[src/rtl/reference_sched_pkg.sv]
// Shared types for the reference edge scheduler: FSM state encoding and the
// per-domain configuration record.
package reference_sched_pkg;

  // Width of the stored half-period/phase fields; the top's PERIOD_WIDTH tracks it.
  localparam int CFG_WIDTH = 16;

  typedef enum logic [1:0] {
    IDLE    = 2'd0,
    LOAD    = 2'd1,
    SEARCH  = 2'd2,
    PRESENT = 2'd3
  } state_t;

  typedef struct packed {
    logic [CFG_WIDTH-1:0] half_period;
    logic [CFG_WIDTH-1:0] phase;
  } domain_cfg_t;

endpackage

[src/rtl/edge_min_reduce.sv]
// Balanced min-reduction over per-domain timestamps with an enable mask.
// Returns the minimum and the mask of enabled domains that equal it.
module edge_min_reduce #(
  parameter int N = 4,
  parameter int W = 32
) (
  input  logic [N-1:0]        enable,
  input  logic [N-1:0][W-1:0] times,
  output logic [W-1:0]        min_time,
  output logic [N-1:0]        eq_mask,
  output logic                any_valid
);

  localparam int LEAVES = (N > 1) ? (1 << $clog2(N)) : 1;
  localparam int NODES  = 2 * LEAVES - 1;

  // Heap layout: node k has children 2k+1 and 2k+2, leaves start at LEAVES-1.
  logic [W-1:0] node_val [NODES];
  logic         node_vld [NODES];

  always_comb begin
    for (int k = 0; k < NODES; k++) begin
      node_val[k] = '0;
      node_vld[k] = 1'b0;
    end
    for (int i = 0; i < N; i++) begin
      node_val[LEAVES-1+i] = times[i];
      node_vld[LEAVES-1+i] = enable[i];
    end
    for (int k = LEAVES - 2; k >= 0; k--) begin
      if (node_vld[2*k+1] && (!node_vld[2*k+2] || node_val[2*k+1] <= node_val[2*k+2])) begin
        node_val[k] = node_val[2*k+1];
        node_vld[k] = 1'b1;
      end else begin
        node_val[k] = node_val[2*k+2];
        node_vld[k] = node_vld[2*k+2];
      end
    end
  end

  assign min_time  = node_val[0];
  assign any_valid = node_vld[0];

  always_comb begin
    for (int i = 0; i < N; i++) begin
      eq_mask[i] = enable[i] && (times[i] == min_time);
    end
  end

endmodule

[src/rtl/reference_edge_scheduler.sv]
// Walks simulated time across several clock domains, emitting one record per
// distinct edge instant with rising/falling domain masks.
module reference_edge_scheduler
  import reference_sched_pkg::*;
#(
  parameter int NUM_DOMAINS  = 4,
  parameter int TIME_WIDTH   = 32,
  parameter int PERIOD_WIDTH = CFG_WIDTH,
  localparam int DOM_W = (NUM_DOMAINS > 1) ? $clog2(NUM_DOMAINS) : 1
) (
  input  logic                    clock,
  input  logic                    reset,
  input  logic                    cfg_valid,
  input  logic [DOM_W-1:0]        cfg_domain,
  input  logic [PERIOD_WIDTH-1:0] cfg_half_period,
  input  logic [PERIOD_WIDTH-1:0] cfg_phase,
  input  logic                    run,
  // edge_valid/edge_ready: a record transfers on a clock edge where both are
  // high; once valid rises, the record and valid are held until that edge.
  output logic                    edge_valid,
  input  logic                    edge_ready,
  output logic [TIME_WIDTH-1:0]   edge_time,
  output logic [NUM_DOMAINS-1:0]  posedge_mask,
  output logic [NUM_DOMAINS-1:0]  negedge_mask,
  output logic                    busy,
  output logic                    overflow,
  output state_t                  debug_state
);

  localparam int SUM_W = ((TIME_WIDTH > PERIOD_WIDTH) ? TIME_WIDTH : PERIOD_WIDTH) + 1;

  state_t state, state_next;
  domain_cfg_t cfg_q [NUM_DOMAINS];

  logic [NUM_DOMAINS-1:0][TIME_WIDTH-1:0] next_time;
  logic [NUM_DOMAINS-1:0][TIME_WIDTH-1:0] advanced;
  logic [SUM_W-1:0]                       sum_ext [NUM_DOMAINS];
  logic [NUM_DOMAINS-1:0] level, enabled, hit, carry;
  logic [TIME_WIDTH-1:0]  min_time;
  logic any_enabled, cfg_write_ok;
  logic do_load, do_step, do_overflow, do_accept;

  // Widened add so a carry out of TIME_WIDTH is visible per domain.
  always_comb begin
    for (int i = 0; i < NUM_DOMAINS; i++) begin
      enabled[i]  = (cfg_q[i].half_period != '0);
      sum_ext[i]  = SUM_W'(next_time[i]) + SUM_W'(cfg_q[i].half_period);
      advanced[i] = sum_ext[i][TIME_WIDTH-1:0];
      carry[i]    = |sum_ext[i][SUM_W-1:TIME_WIDTH];
    end
  end

  edge_min_reduce #(
    .N (NUM_DOMAINS),
    .W (TIME_WIDTH)
  ) u_min_reduce (
    .enable    (enabled),
    .times     (next_time),
    .min_time  (min_time),
    .eq_mask   (hit),
    .any_valid (any_enabled)
  );

  assign cfg_write_ok = (state == IDLE) && cfg_valid && (int'(cfg_domain) < NUM_DOMAINS);
  assign busy         = (state != IDLE);
  assign debug_state  = state;

  always_ff @(posedge clock) begin
    if (!reset) state <= IDLE;
    else        state <= state_next;
  end

  always_comb begin
    state_next  = state;
    do_load     = 1'b0;
    do_step     = 1'b0;
    do_overflow = 1'b0;
    do_accept   = 1'b0;
    case (state)
      IDLE: if (run && any_enabled && !overflow) state_next = LOAD;
      LOAD: begin
        do_load    = 1'b1;
        state_next = SEARCH;
      end
      SEARCH: begin
        if (!run) begin
          state_next = IDLE;
        end else if (|(hit & carry)) begin
          do_overflow = 1'b1;
          state_next  = IDLE;
        end else begin
          do_step    = 1'b1;
          state_next = PRESENT;
        end
      end
      PRESENT: begin
        if (edge_ready) begin
          do_accept  = 1'b1;
          state_next = run ? SEARCH : IDLE;
        end
      end
      default: state_next = IDLE;
    endcase
  end

  always_ff @(posedge clock) begin
    if (!reset) begin
      for (int i = 0; i < NUM_DOMAINS; i++) begin
        cfg_q[i]     <= '0;
        next_time[i] <= '0;
        level[i]     <= 1'b0;
      end
      edge_valid   <= 1'b0;
      edge_time    <= '0;
      posedge_mask <= '0;
      negedge_mask <= '0;
      overflow     <= 1'b0;
    end else begin
      if (cfg_write_ok) begin
        cfg_q[cfg_domain].half_period <= cfg_half_period;
        cfg_q[cfg_domain].phase       <= cfg_phase;
      end
      if (do_load) begin
        for (int i = 0; i < NUM_DOMAINS; i++) begin
          next_time[i] <= TIME_WIDTH'(cfg_q[i].phase);
          level[i]     <= 1'b0;
        end
      end
      if (do_step) begin
        edge_time  <= min_time;
        edge_valid <= 1'b1;
        for (int i = 0; i < NUM_DOMAINS; i++) begin
          posedge_mask[i] <= hit[i] & ~level[i];
          negedge_mask[i] <= hit[i] & level[i];
          if (hit[i]) begin
            level[i]     <= ~level[i];
            next_time[i] <= advanced[i];
          end
        end
      end
      if (do_overflow) overflow <= 1'b1;
      if (do_accept) edge_valid <= 1'b0;
    end
  end

endmodule
[config.mk]
export PLATFORM = sky130hd
export DESIGN_NAME = reference_edge_scheduler
export DESIGN_NICKNAME = d
export VERILOG_FILES = /design/src/rtl/reference_sched_pkg.sv /design/src/rtl/edge_min_reduce.sv /design/src/rtl/reference_edge_scheduler.sv
export SDC_FILE = /design/constraint.sdc
export NUM_CORES = 1
export LEC_CHECK = 0
export ABC_CLOCK_PERIOD_IN_PS = 13400
export CAP_MARGIN = 30
export CORE_AREA = 10 10 291 209
export CTS_CLUSTER_DIAMETER = 100
export CTS_CLUSTER_SIZE = 30
export DETAILED_ROUTE_END_ITERATION = 6
export DIE_AREA = 0 0 301 219
export MAX_ROUTING_LAYER = met4
export PLACE_DENSITY = 0.57
export SETUP_SLACK_MARGIN = 0.05
export SYNTH_ARGS = -nofsm -noshare
export SYNTH_HDL_FRONTEND = slang
export SYNTH_HIERARCHICAL = 1
export SYNTH_SLANG_ARGS = --single-unit
[constraint.sdc]
create_clock -name clock -period 13.4 [get_ports clock]
set_clock_uncertainty 0.05 [all_clocks]
set_input_delay 2.68 -clock clock [delete_from_list [all_inputs] [get_ports clock]]
set_output_delay 2.68 -clock clock [all_outputs]
set_load 0.02 [all_outputs]
==> qor.yml <==
drt:
  firstDrtPassIters: 5
  first_iter_violations: 2942
  num_vias: 20610
  top_layer_used: "met4"
  wire_per_inst_um: 28.06
  wl_met3_mm: 8.765
  vias_per_cell: 6.309
  drt_wl_total_mm: 91.66
  postRouteAntennaNets: 0
  drt-met1-wl_mm: 43.26
  drcViolationCount: 0
  route.met2.wl_mm: 37.74
timing:
  relSlewSlack: 0.3018
  worst_pin_slew_ns: 1.018
  rsz0062_at_grt: "false"
  fin_crit_ns: 11.70
  hold_viol: 0
  final_max_slew_viol_count: 0
  clock.fmax_ghz: 0.08544
  finalSetupViolCount: 0
  setup_tns_ns: 0
  fin_crit_sh: 0.8734
layout:
  num-nets-final: 2720
  final_util: 0.4377
  final_cell_mix: "300 x nand2_1, 183 x a21oi_1, 176 x dfxtp_1"
  nFillCells: 5425
  drive_above_1_share: 0.06020
  final_common_cell: "nand2_1"
  synthToLayoutAreaGrowth_pct: 9.625
  final_area_um2: 24050
  layout.cells.non_filler: 3267
clocking:
  clkSinkCount: 304
  clk-insertion-delay-late_ns: 0.55
  cts_buffers: 15
  clk_path_buf_depth: 3
  post_cts.repair.setup_buffers: 0
  cts_tree: "yes"
  root_buffer: "clkbuf_16"
  cts_hold_buf: 0
  clkTransAtPathRegs_ns: 0.12
  cts_max_level: 1
  cts_resized: 0
setup_path:
  r2r_cells: 32
  start_kind: "flop"
  cpPeakStageDelay_ns: 0.92
  critPathKind: "flop to flop"
  critical_path_required_ns: 13.77
  r2r_slack_ns: 1.70
  r2r-end: "next_time[49]"
  cp_max_fo: 46
  worstSetupStartpoint: "next_time[57]"
  cp_slowest_cell: "mux2i_1"
  endpoint_kind: "flop"
  cp.arrival_ns: 12.07
  r2r-start: "next_time[57]"
synthesis:
  synth_area_leaders: "edfxtp_1 18%, dfxtp_1 16%, ha_1 9.1%"
  avgSynthCellArea_um2: 8.833
  yosys.area.top_type: "edfxtp_1"
  ys_seq_area_frac: 0.3357
  synth-edff-count: 128
  synth.top_cell.area_share: 0.1752
  syn_area_um2: 21940
  ys_types: 106
  synth_async_sr_flop_share: 0
  syn_nets: 2687
  yosysWarnings: 6
  synth_ff_type: "dfxtp_1"
  syn_inst: 2484
  synth_seq_cells: 304
placement:
  dpl_cell_area_um2: 23560
  io_buffers: 83
  place.gp.congestion: 1.039
  dp_hpwl_mm: 71.01
  dp.cells: 3239
global_routing:
  grt_pass1_wl_mm: 132.5
  overflow: 0
  grt_pass1_vias: 18950
  grt_use_total: 0.2744
  grt_max_degree: 73
  antenna_found_initial: 9
flow_run:
  maxCapViolCount: 0
floorplanning:
  io_pins: 84
  core_um2: 54950
  rows: 72
  start_util: 0.3993
  fp.dieW_um: 301
  fp.dieH_um: 219
  die_area_um2: 65920
worst_hold_path:
  hold_end: "posedge_mask[3]"
  whs_path_depth: 2
  worstHoldPathType: "flop to flop"
  hold_start: "posedge_mask[3]"
run_status:
  status: "finished, final reports clean"
[worst max-delay path: cells and delay by family (launching register included)]
| kind | cells | cell delay, ns |
|---|---|---|
| simple gates | 12 | 3.97 |
| compound gates | 9 | 2.63 |
| buf+inv | 6 | 1.85 |
| mux | 2 | 1.44 |
| fa+ha+maj | 2 | 0.73 |
| flops | 1 | 0.70 |
| xor+xnor | 1 | 0.13 |
[worst max path at each step]
stage,cells past startpoint,slack (ns),to
floorplan,34,5.94,edge_time[10]
global placement,29,1.89,next_time[111]
detailed placement,32,2.15,next_time[39]
CTS,32,2.10,next_time[36]
global route,33,1.29,next_time[36]
finish,32,1.70,next_time[49]
[stage by stage]
stage	hold WS, ns	setup WS (ns)
after floorplan	0.4024	5.935
after global placement	0.3982	1.892
after detailed placement	0.3977	2.155
after CTS	0.4142	2.099
after global routing	0.4284	1.286
final	0.4087	1.696
[per-layer routing]
metal | up-vias | track usage
met4 | 0 | 0.05000
met5 | - | -
li1 | 9228 | -
met2 | 1075 | 0.3889
met3 | 114 | 0.03482
met1 | 10190 | 0.4110
[final cells by class]
class / instances / area, µm² / share of cell area
well taps: 740 / 925.9 / 0.03849
diodes: 2 / 5.005 / 0.0002081
flip-flops and latches: 304 / 7367 / 0.3063
inverters: 141 / 531.8 / 0.02211
multi-input cells: 1922 / 13500 / 0.5614
clock buffers: 21 / 397.9 / 0.01654
repair buffers: 133 / 1246 / 0.05181
clock inverters: 4 / 76.32 / 0.003173
[synthesized netlist by cell type (57+ instances only)]
master and n:
mux2i_1 87, ha_1 160, dfxtp_1 176, nand4_1 63, xnor2_1 98, nand2_1 300, o21ai_0 57, inv_1 140
edfxtp_1 128, a311oi_1 59, and2_1 134, nand3_1 81, clkbuf_1 67, nor2_1 120, a21oi_1 183
[kinds of logic after synthesis]
group                      after synthesis  synth area share
and+or+nand+nor                        907            0.2118
AOI/OAI and AO/OA                      597            0.1924
DFF                                    304            0.3357
buffers and inverters                  258           0.05052
adders and majority gates              164           0.09489
xor gates and xnor gates               143           0.05708
muxes                                  111           0.05754
[sequential cells by signal (all words and copies together), names as in the netlist]
name,cells
cfg_q,128
debug_state,2
edge_time,32
edge_valid,1
level,4
negedge_mask,4
next_time,128
overflow,1
posedge_mask,4
Power is left out: the tool's default activity adds up to more than one toggle a clock period on the data nets, which glitch-free logic cannot reach.
